<file path="src/rtl/uart_tx_ctrl_if.sv">
// uart_tx_ctrl_if: valid/ready byte handshakes from two requesters into uart_tx_ctrl
interface uart_tx_ctrl_if;
  logic       req0_valid;
  logic [7:0] req0_data;
  logic       req0_ready;
  logic       req1_valid;
  logic [7:0] req1_data;
  logic       req1_ready;
  modport master (output req0_valid, req0_data, req1_valid, req1_data, input req0_ready, req1_ready);
  modport slave (input req0_valid, req0_data, req1_valid, req1_data, output req0_ready, req1_ready);
endinterface

</file>
<file path="src/rtl/uart_tx_ctrl.sv">
// uart_tx_ctrl: round-robin two-requester UART TX frame sequencer driving tx_en/din/bit_cnto.
// Define UART_TX_CTRL_STOP2_EN for two stop bits (adds the STOP2 state).
module uart_tx_ctrl #(
  parameter int CLKS_PER_BIT = 434
) (
  input  logic          clk,
  input  logic          rst,
  uart_tx_ctrl_if.slave req,
  output logic          tx_en_o,
  output logic [7:0]    din_o,
  output logic [9:0]    bit_cnto_o,
  output logic          busy_o,
  output logic          grant_o,
  output logic          done_o
);
  localparam int CW = $clog2(CLKS_PER_BIT);
`ifdef UART_TX_CTRL_STOP2_EN
  typedef enum logic [1:0] {IDLE, SEND, STOP2} state_t;
`else
  typedef enum logic [0:0] {IDLE, SEND} state_t;
`endif
  state_t        state_q, state_d;
  logic [CW-1:0] cnt_q, cnt_d;
  logic [3:0]    bit_q, bit_d;
  logic [7:0]    din_q, din_d;
  logic          grant_q, grant_d, ptr_q, ptr_d, done_q, done_d;
  logic          idle, sel, acc, wrap;
  assign idle = state_q == IDLE;
  // With both valid the pointer decides; otherwise the lone requester wins
  assign sel  = (req.req0_valid & req.req1_valid) ? ptr_q : req.req1_valid;
  assign acc  = idle & (req.req0_valid | req.req1_valid);
  assign wrap = cnt_q == CW'(CLKS_PER_BIT - 1);
  assign req.req0_ready = acc & ~sel;
  assign req.req1_ready = acc & sel;
  assign tx_en_o    = ~idle;
  assign busy_o     = ~idle;
  assign din_o      = din_q;
  assign bit_cnto_o = {6'd0, bit_q};
  assign grant_o    = grant_q;
  assign done_o     = done_q;
  always_comb begin
    state_d = state_q;
    cnt_d   = cnt_q;
    bit_d   = bit_q;
    din_d   = din_q;
    grant_d = grant_q;
    ptr_d   = ptr_q;
    done_d  = 1'b0;
    if (acc) begin
      state_d = SEND;
      cnt_d   = '0;
      bit_d   = '0;
      din_d   = sel ? req.req1_data : req.req0_data;
      grant_d = sel;
      ptr_d   = ~sel;
    end else if (!idle) begin
      cnt_d = wrap ? '0 : cnt_q + 1'b1;
      if (wrap && bit_q == 4'd9) begin
`ifdef UART_TX_CTRL_STOP2_EN
        state_d = (state_q == SEND) ? STOP2 : IDLE;
        bit_d   = (state_q == SEND) ? bit_q : 4'd0;
        done_d  = state_q == STOP2;
`else
        state_d = IDLE;
        bit_d   = '0;
        done_d  = 1'b1;
`endif
      end else if (wrap) begin
        bit_d = bit_q + 1'b1;
      end
    end
  end
  always_ff @(posedge clk or posedge rst) begin
    if (rst) begin
      state_q <= IDLE;
      cnt_q   <= '0;
      bit_q   <= '0;
      din_q   <= '0;
      grant_q <= 1'b0;
      ptr_q   <= 1'b0;
      done_q  <= 1'b0;
    end else begin
      state_q <= state_d;
      cnt_q   <= cnt_d;
      bit_q   <= bit_d;
      din_q   <= din_d;
      grant_q <= grant_d;
      ptr_q   <= ptr_d;
      done_q  <= done_d;
    end
  end
endmodule

</file>
<file path="src/flat_wrapper.sv">
// flat-port wrapper written by rule: the top's interface ports become plain ports
module uart_tx_ctrl_flat 
#(
  parameter int CLKS_PER_BIT = 434
)
  (clk, rst, tx_en_o, din_o, bit_cnto_o, busy_o, grant_o, done_o, req_req0_valid, req_req0_data, req_req1_valid, req_req1_data, req_req0_ready, req_req1_ready);
  uart_tx_ctrl_if req_i ();
  input  logic clk;
  input  logic rst;
  output logic tx_en_o;
  output logic [7:0] din_o;
  output logic [9:0] bit_cnto_o;
  output logic busy_o;
  output logic grant_o;
  output logic done_o;
  input wire logic [$bits(req_i.req0_valid)-1:0] req_req0_valid;
  input wire logic [$bits(req_i.req0_data)-1:0] req_req0_data;
  input wire logic [$bits(req_i.req1_valid)-1:0] req_req1_valid;
  input wire logic [$bits(req_i.req1_data)-1:0] req_req1_data;
  output wire logic [$bits(req_i.req0_ready)-1:0] req_req0_ready;
  output wire logic [$bits(req_i.req1_ready)-1:0] req_req1_ready;
  assign req_i.req0_valid = req_req0_valid;
  assign req_i.req0_data = req_req0_data;
  assign req_i.req1_valid = req_req1_valid;
  assign req_i.req1_data = req_req1_data;
  assign req_req0_ready = req_i.req0_ready;
  assign req_req1_ready = req_i.req1_ready;
  uart_tx_ctrl #(.CLKS_PER_BIT(CLKS_PER_BIT)) u_core (.clk(clk), .rst(rst), .req(req_i), .tx_en_o(tx_en_o), .din_o(din_o), .bit_cnto_o(bit_cnto_o), .busy_o(busy_o), .grant_o(grant_o), .done_o(done_o));
endmodule
</file>
<file path="config.mk">
export PLATFORM = sky130hd
export DESIGN_NAME = uart_tx_ctrl_flat
export DESIGN_NICKNAME = d
export VERILOG_FILES = /design/src/rtl/uart_tx_ctrl_if.sv /design/src/rtl/uart_tx_ctrl.sv /design/src/flat_wrapper.sv
export SDC_FILE = /design/constraint.sdc
export NUM_CORES = 1
export LEC_CHECK = 0
export ABC_AREA = 1
export ABC_CLOCK_PERIOD_IN_PS = 1300
export CORE_AREA = 2 2 58 60
export CTS_BUF_LIST = sky130_fd_sc_hd__clkbuf_16
export DETAILED_ROUTE_END_ITERATION = 10
export DIE_AREA = 0 0 60 62
export GPL_ROUTABILITY_DRIVEN = 0
export PLACE_DENSITY = 0.86
export SKIP_LAST_GASP = 1
export SLEW_MARGIN = 20
export SYNTH_ARGS = -nofsm -noshare
export SYNTH_HDL_FRONTEND = slang
export SYNTH_SLANG_ARGS = --single-unit
</file>
<file path="constraint.sdc">
create_clock -name clk -period 1.3 [get_ports clk]
set_input_delay 0.13 -clock clk [delete_from_list [all_inputs] [get_ports clk]]
set_output_delay 0.13 -clock clk [all_outputs]
set_load 0.01 [all_outputs]
</file>
[Word level (Yosys, flattened, before mapping)]
Index checks and enable logic that the tools add are counted.
Storage, ports and cells
  register bits: 25
  bits in latches: 0
  bits in writable memories: 0
  bits in read-only memories: 0
  output and inout bits: 24
  logic and storage cells: 37
  memories: 0
Cells by class
  add/subtract/negate cells: 2
  multipliers: 0
  divide/modulo/power cells: 0
  $lt $le $gt $ge: 0
  eq/ne operators: 2
  shift-type cells: 0
  multiplexer cells: 15
  bitwise gates (word level): 7
  reductions and logical operators: 4
Operator list (count)
  $mux 9: 3
  $mux 4: 4
  $add 9x1->9 const B: 1
  $eq 9x9->1 const B: 1
  $mux 8: 1
  $mux 1: 7
  $add 4x1->4 const B: 1
  $and 1x1->1: 4
  $eq 4x4->1 const B: 1
  $reduce_bool 3->1: 1
  $not 1->1: 2
  $reduce_and 2->1: 1
  $reduce_bool 2->1: 1
  $logic_and 1x1->1: 1
  $or 1x1->1: 1

[Depth between registers and ports, before layout]
  depth in word-level cells: 5
  depth in mapped cells: 9
  gate-level depth less buffers: 9

[Worst setup path before layout]
Ideal clock, no wire load.
  path type: reg-to-reg
  from: reg u_core.cnt_q[1]
  to: reg u_core.bit_q[0]
  arrival: 1087 ps
  slack: 96 ps
  stages on the path, launching flop included: 10
  path through: dfrtp_1 > inv_1 > ha_1 > nand2_1 > nor2_2 > nand2_2 > nand2_4 > nand2_2 > nand2_1 > nand2_1
Between the ends
  longest elaborated chain between the ends: 5
  elaborated cells between the ends (all ways): 7
  those cells by class: eq/ne (1); mux (3); reduce/logical (3)
Ends and longest elaborated chain
  start: declaration: line uart_tx_ctrl.sv:23  | logic [CW-1:0] cnt_q, cnt_d;
  start signal: assignment: line uart_tx_ctrl.sv:84  | cnt_q <= cnt_d;
  $eq 9x9->1 *: line uart_tx_ctrl.sv:32  | assign wrap = cnt_q == CW'(CLKS_PER_BIT - 1);
  $logic_and 1x1->1: line uart_tx_ctrl.sv:58  | if (wrap && bit_q == 4'd9) begin
  $mux 4: line uart_tx_ctrl.sv:58
  $mux 4: line uart_tx_ctrl.sv:56  | end else if (!idle) begin
  $mux 4: line uart_tx_ctrl.sv:49  | if (acc) begin
  end signal: assignment: line uart_tx_ctrl.sv:85  | bit_q <= bit_d;
  end: declaration: line uart_tx_ctrl.sv:24  | logic [3:0] bit_q, bit_d;
Every way passes the cells marked *; elsewhere a longest branch is shown, timed or not. The select of a mux whose other input is x is not followed.
A chain may end at the register's enable or synchronous reset.

[Worst setup path after layout]
  from: reg u_core.cnt_q[3]
  to: reg u_core.bit_q[3]
Same word-level chain as after synthesis.

==> metrics.json <==
{
  "die_w_microns": 60,
  "via_count": 1362,
  "antenna_violating_nets_post_route": 0,
  "post_detailed_routing_wire_length_mm": 3.815,
  "global_route.usage.met2": 0.3571,
  "worst_setup_path_startpoint": "u_core.cnt_q[3]",
  "grt.total_usage": 0.2097,
  "vias_in_the_first_global_route": 1259,
  "failed_checks": "negative setup slack",
  "grt_max_degree": 26,
  "clk-insertion-delay-late_ps": 270,
  "detail_route.first_pass.iterations": 4,
  "yosysWarningCount": 0,
  "power.total_mw": 1.695,
  "reg2reg_from": "u_core.cnt_q[3]",
  "crit_path_start_kind": "flop",
  "syn-mean-instance-area_sq_um": 7.970,
  "yosys-top-cells-area": "sky130_fd_sc_hd__dfrtp_1, sky130_fd_sc_hd__nand2_1, sky130_fd_sc_hd__nand3_1",
  "max-clock-path-buffers": 2,
  "fillerInstances": 226,
  "port_buffers": 37,
  "maxClockFrequency_ghz": 0.7523,
  "synth_top_cell_by_area": "sky130_fd_sc_hd__dfrtp_1",
  "drive_gt1_frac": 0.2869,
  "clkSinkCount": 25,
  "critical_path.endpoint": "u_core.bit_q[3]",
  "synth_top_flop_cell": "sky130_fd_sc_hd__dfrtp_1",
  "setup_viol_count_final": 4,
  "leakagePower_nw": 1.088,
  "wl_per_cell_microns": 13.48,
  "cts_made_buffers": 3,
  "detail_placement_hpwl_mm": 2.362,
  "stdcell_area_sq_um": 2200,
  "arrival_ps": 1490,
  "synthToLayoutAreaGrowth_pct": 59.53,
  "synth_top_cells_by_count": "sky130_fd_sc_hd__nand2_1, sky130_fd_sc_hd__dfrtp_1, sky130_fd_sc_hd__nand3_1",
  "antenna-diode-count": 0,
  "synth_async_sr_flop_share": 1.000,
  "maxSlewViolCount": 0,
  "core.rowCount": 21,
  "worst-r2r-cell-count": 8,
  "clock-skew-final_ps": 2.659,
  "route.detailed.vias_per_inst": 4.813,
  "grt_pass1_wl_mm": 5.685,
  "worstSetupEndpointType": "flop",
  "critical_path_peak_fanout": 6,
  "synthCells": 173,
  "synthMostInstantiatedCell": "sky130_fd_sc_hd__nand2_1",
  "timing.setup.critical_path_class": "flop to flop",
  "ys_types": 22,
  "cts-htree-levels": 1,
  "global_route.overflow_total": 0,
  "fp.dieArea_sq_um": 3720,
  "setup_tns_final_ps": -39.85,
  "placeableCoreArea_sq_um": 3179,
  "drt_first_iter_violations": 29,
  "start_util": 0.4337,
  "busiest_layer": "met2",
  "hold_path_class": "input pin to async pin",
  "power.density_nw_per_um2": 770.4,
  "die_y_microns": 62,
  "groute.layer.met3.usage": 0.02277,
  "ir_drop_v": 0.0004583,
  "worstReg2RegEnd": "u_core.bit_q[3]",
  "ctsRootBufferMaster": "sky130_fd_sc_hd__clkbuf_16",
  "min_period_over_period": 1.023,
  "post-route-worst-setup-slack_ps": -29.31,
  "clkSlewWorstSetupHoldPaths_ps": 60,
  "dpl_cell_area_sq_um": 1863,
  "crit_required_ps": 1460,
  "synth_seq_cells": 25,
  "tritoncts": "done",
  "maxCapViolations": 0,
  "grt_util_met1": 0.2621,
  "reg2reg_slack_ps": -30,
  "period_needed_ps": 1329,
  "detail_route.drc_violations": 0,
  "antenna_found_initial": 0,
  "synth_edf_count": 0,
  "synth_top_cell_area_share": 0.4537,
  "design.portCount": 44,
  "number_of_nets_in_the_finished_design": 262,
  "timing_hold_violations_final": 0,
  "rsz_0062_raised_after_global_routing": "true",
  "synth-seq-area-share": 0.4537,
  "post_synth_instance_area_sq_um": 1379,
  "status": "finished with violations"
}
## what timing repair did
item / 4_1_cts / 5_1_grt
hold buffers: 0 / 0
setup buffers: 12 / 2
pin swaps: 8 / 6
setup endpoints to repair: 22 / 25
gates resized for setup: 27 / 38
## power breakdown
part           leakage [nW]  switching, mW  internal (mW)  total, mW
registers             0.293         0.0121          0.802      0.814
clock network        0.0371          0.287          0.418      0.705
logic                 0.759         0.0742          0.101      0.176
total                  1.09          0.373           1.32       1.69
## how the worst min path moves through the flow
stage | cells past startpoint | from | end | slack (ps)
CTS | 3 | rst | u_core.din_o[4] | 220
finish | 3 | rst | u_core.din_o[3] | 210
detailed placement | 2 | u_core.din_o[5] | u_core.din_o[5] | 480
global route | 3 | rst | u_core.din_o[4] | 260
floorplan | 1 | rst | u_core.bit_q[0] | 160
global placement | 2 | u_core.din_o[5] | u_core.din_o[5] | 480
## area by class of cell
type | instances | area (sq um) | area share
tap | 46 | 57.56 | 0.02617
timing repair buffer | 62 | 595.6 | 0.2708
clock buffer | 3 | 75.07 | 0.03413
multi-input combinational | 127 | 757.0 | 0.3441
inverter | 19 | 78.83 | 0.03584
clock inverter | 1 | 7.507 | 0.003413
sequential | 25 | 628.1 | 0.2856
## metrics by stage
stage               hold slack [ps]  setup WS (ps)  utilization  std cells
finish                        214.6         -29.31       0.6919        283
global route                  262.0         -70.40       0.6919        283
global placement              478.6         -311.3       0.5860        266
CTS                           221.2         -136.2       0.6541        282
detailed placement            482.8         -366.5       0.5860        266
floorplan                     157.3          95.99            -        178
## layout by cell type (no fill, tap or decap), drive strengths merged, types with 6 or more instances in the layout
cell type / instances
clkdlybuf4s50: 21
nor2: 14
nand3: 20
nand2: 64
dlymetal6s2s: 8
buf: 26
dfrtp: 25
conb: 6
inv: 19
o21ai: 6
dlygate4sd2: 6
## logic make-up after synthesis
family	Yosys count	share of synthesized area
and+or+nand+nor	99	0.3194
adders and majority gates	4	0.03630
buffers and inverters	26	0.09165
other	1	0.002720
AOI/OAI and AO/OA	13	0.06442
xor gates and xnor gates	5	0.03176
DFF	25	0.4537
## sequential cells by signal (all words and copies together) (netlist names)
register / cells
u_core.grant_o: 1
u_core.din_o: 8
u_core.ptr_q: 1
u_core.cnt_q: 9
u_core.bit_q: 4
u_core.done_o: 1
u_core.busy_o: 1
## critical path: stages, from the launching register on
cell and delay [ps]:
sky130_fd_sc_hd__dfrtp_1 470, sky130_fd_sc_hd__inv_1 90, sky130_fd_sc_hd__nand2_1 70, sky130_fd_sc_hd__nor2_2 170, sky130_fd_sc_hd__nand2_4 110, sky130_fd_sc_hd__nand2_4 110, sky130_fd_sc_hd__nand2_4 70, sky130_fd_sc_hd__nand2_2 70
sky130_fd_sc_hd__nand2_1 60
## layer usage
metal / wire length (microns) / vias up
met3: 91 / 7
met1: 1626 / 663
met5: 0 / -
met4: 94 / 0
li1: - / 660
met2: 2002 / 32
Note: power is estimated with default switching activity, not from simulation.
==> variant 1 (config.mk and constraints unchanged) <==
Reset style: synchronous (`rst`), changed in one clocked block.
--- a/src/rtl/uart_tx_ctrl.sv
+++ b/src/rtl/uart_tx_ctrl.sv
@@ -70,7 +70,7 @@
       end
     end
   end
-  always_ff @(posedge clk or posedge rst) begin
+  always_ff @(posedge clk) begin
     if (rst) begin
       state_q <= IDLE;
       cnt_q   <= '0;
Behaviour: differs if rst is asserted again (counterexample within 4 cycles, from zero or initial values and one cycle with rst high); with rst held inactive, the same outputs for 10 cycles.
==> variant 1 against the unedited design <==
Wire length down 15%. Die area is the same. Largest power group unchanged. Sequential power rose by 0.6%. Synthesized cell count is 5.8% higher. Non-clock buffer count decreased by 4. Power up 9.9%. Critical path depth decreased by 7. Sequential cell count did not move. Largest cell class unchanged. Worst setup slack better by 51 ps. Synthesized area fell by 5.4%. Count of clock-buffer cells in the layout did not move. Critical endpoint is now din_o[2]. Final area decreased by 9.2%.
==> variant 1: results <==
metrics = {
    "outcome": {
        "outcome": "completed",
    },
    "hold_path": {
        "min_path_type": "primary input to register",
    },
    "clocking": {
        "post_cts_buffers": 1,
        "cts.repair.resized": 16,
    },
    "routing": {
        "initialDrtViolationCount": 24,
        "via_per_inst": 4.57,
        "wirelength_um": 3230,
    },
    "yosys": {
        "synthTopCellsByCount": "nand2_1, dfxtp_1, nor2_1",
        "yosysSeqAreaShare_pct": 38.4,
        "yosysUniqueCellTypes": 27,
        "synthAdderAreaFrac_pct": 3.84,
        "synth-compound-area-share_pct": 4.41,
    },
    "place": {
        "dpl.hpwl_um": 2460,
        "dpl-instance-area_um2": 1840,
        "pre_cts_ws_ps": -319,
    },
    "setup_path": {
        "critPathMaxStageDelay_ps": 540,
        "cp_max_fo": 2,
        "cp.arrival_ps": 1150,
        "slowest_stage": "clkdlybuf4s50_1",
        "cp_top_family": "buffers and inverters",
    },
    "global_routing": {
        "grt_max_degree": 16,
        "groute.usage.overall_pct": 18.3,
    },
    "power": {
        "powerDensity_nw_per_um2": 933,
        "p_leak_uw": 0.000997,
        "p_seq_uw": 819,
        "p_sw_share_pct": 24.6,
        "peakVddDrop_uv": 738,
        "power_uw": 1860,
        "combPwrFrac_pct": 18.6,
    },
    "layout": {
        "num-multi-input-gates": 132,
        "ff_latch_area_um2": 505,
        "finalNetCount": 266,
        "nFillCells": 261,
        "max_flop_register": "u_core.cnt_q",
        "buf_share_pct": 27.3,
        "clock_cell_area_share_pct": 4.14,
        "drive_above_1_share_pct": 22.8,
        "num-nonclk-buffers": 58,
        "num-nonclk-inverters": 22,
    },
    "die": {
        "rows": 21,
    },
    "timing": {
        "skew_ps": 5.38,
    },
}
variant 1: changes by cell type in the layout (fill, tap and decap cells not counted), moves of 5 or more:
cell | unedited run | this run
nand2_1 | 53 | 44
buf_6 | 6 | 1
inv_1 | 13 | 18
dfxtp_1 | 0 | 21
dfrtp_1 | 23 | 0
nor2_1 | 5 | 20
variant 1: routing by layer:
layer  track usage, %  part of all wire (%)  wire (µm)  up-vias
li1                 -                     -          -      679
met4             9.84                   2.5         82        0
met3             4.55                   5.8        186        7
met2             33.4                    51       1660       37
met1             19.3                    40       1300      590
met5                0                     0          0        -
variant 1: final timing paths:
kind	depth (start not counted)	slack, ps	from	endpoint
worst max-delay path	1	20	u_core.din_o[2]	din_o[2]
worst min-delay path	3	420	req_req0_data[0]	u_core.din_o[0]
worst max register to register	6	60	u_core.busy_o	u_core.cnt_q[5]
worst min register to register	2	450	u_core.din_o[5]	u_core.din_o[5]
variant 1: tightest hold or removal path: stages:
cell	delay [ps]
clkdlybuf4s50_1	390
nand2_1	60
nand3_1	50
==> variant 2 (same flow settings) <==
Made on the original files. The option `UART_TX_CTRL_STOP2_EN` is turned on by a define.
--- a/src/rtl/uart_tx_ctrl.sv
+++ b/src/rtl/uart_tx_ctrl.sv
@@ -1,5 +1,7 @@
 // uart_tx_ctrl: round-robin two-requester UART TX frame sequencer driving tx_en/din/bit_cnto.
 // Define UART_TX_CTRL_STOP2_EN for two stop bits (adds the STOP2 state).
+`define UART_TX_CTRL_STOP2_EN
+
 module uart_tx_ctrl #(
   parameter int CLKS_PER_BIT = 434
 ) (
Behaviour: no difference found for any inputs over 10 cycles, from zero or initial values and one cycle with rst high; that may be too few to reach the edited logic, so the function may still have changed.
==> variant 2 against the unedited design <==
The run still ends with negative setup slack left. Global-route usage rose by 4.4 points. Sequential cell count rose by 1. Wire length rose by 37%. First-iteration DRC count rose by 120%. Maximum frequency fell by 9.5%. Power rose by 11%. Synthesized area rose by 2.3%. Final area rose by 9.3%. Worst setup slack got worse by 140 ps. Critical path depth rose by 1. Non-clock buffer count rose by 18. Critical path type unchanged. Critical endpoint is now u_core.bit_q[1]. Largest cell class unchanged.
==> variant 2: results <==
metrics = {
    "routing": {
        "met1_length_um": 1860,
        "wl_met2_um": 2810,
        "initialDrtViolationCount": 64,
        "wl_met3_um": 347,
        "drt-wirelength-per-cell_um": 17.1,
        "vias": 1627,
    },
    "layout": {
        "drive_above_1_share_pct": 37.3,
        "finalNetCount": 285,
    },
    "power": {
        "clockPowerShare_pct": 47.8,
        "intPower_uw": 1520,
        "powerDensity_nw_per_um2": 786,
        "combPwrFrac_pct": 8.0,
        "peakVddDrop_uv": 643,
    },
    "yosys": {
        "synth_top_area_share_pct": 46.1,
        "synthTopCellsByCount": "nand2_1, dfrtp_1, nand3_1",
        "synth.area.top_cells": "dfrtp_1, nand2_1, nand3_1",
    },
    "global_routing": {
        "met2_usage_pct": 45.3,
        "use_met3_pct": 5.59,
        "grt_pass1_vias": 1534,
        "grt_pass1_wl_um": 6740,
        "grt_max_degree": 27,
        "groute.usage.overall_pct": 25.4,
    },
    "timing": {
        "finalSetupTns_ps": -984,
        "setup_viol": 12,
        "holdWs_ps": 213,
        "setup_slack_ps": -168,
        "skew_ps": 2.52,
    },
    "setup_path": {
        "crit_end": "u_core.bit_q[1]",
        "cp_max_fo": 4,
        "r2r-start": "u_core.cnt_q[1]",
        "worst-r2r-cell-count": 9,
        "critPathMaxStageDelay_ps": 380,
    },
    "place": {
        "dpl.hpwl_um": 2670,
        "dpl-instance-area_um2": 2090,
    },
    "outcome": {
        "violations": "negative setup slack",
        "outcome": "complete, but fails checks",
    },
}
[variant 2: worst min-delay path, stage by stage]
cell	delay [ps]
clkdlybuf4s50_1	390
inv_1	50
buf_4	310
[variant 2: what timing repair did]
action | in CTS | in global routing
buffers inserted | 4 | 2
pin swaps | 8 | 9
gates resized for setup | 38 | 42
setup endpoints to repair | 38 | 31
[variant 2: layout make-up]
cell class	count	area [µm²]
repair buffers	80	702
well taps	46	57.6
inverters	20	80.1
clock inverters	1	30.0
multi-input cells	130	807
fillers	168	776
flip-flops and latches	26	652
clock buffers	3	75.1
[variant 2: logic make-up (layout without fill, tap and decap cells)]
kind of cell / after synthesis / after routing / share of synthesized area, %
buffers and inverters: 28 / 104 / 9.41
other: 1 / 6 / 0.266
AND/OR/NAND/NOR: 101 / 101 / 31.5
AO/OA/AOI/OAI: 14 / 14 / 6.03
adder cells (fa/ha/maj): 4 / 4 / 3.55
flip-flops: 26 / 26 / 46.1
XOR/XNOR: 5 / 5 / 3.11
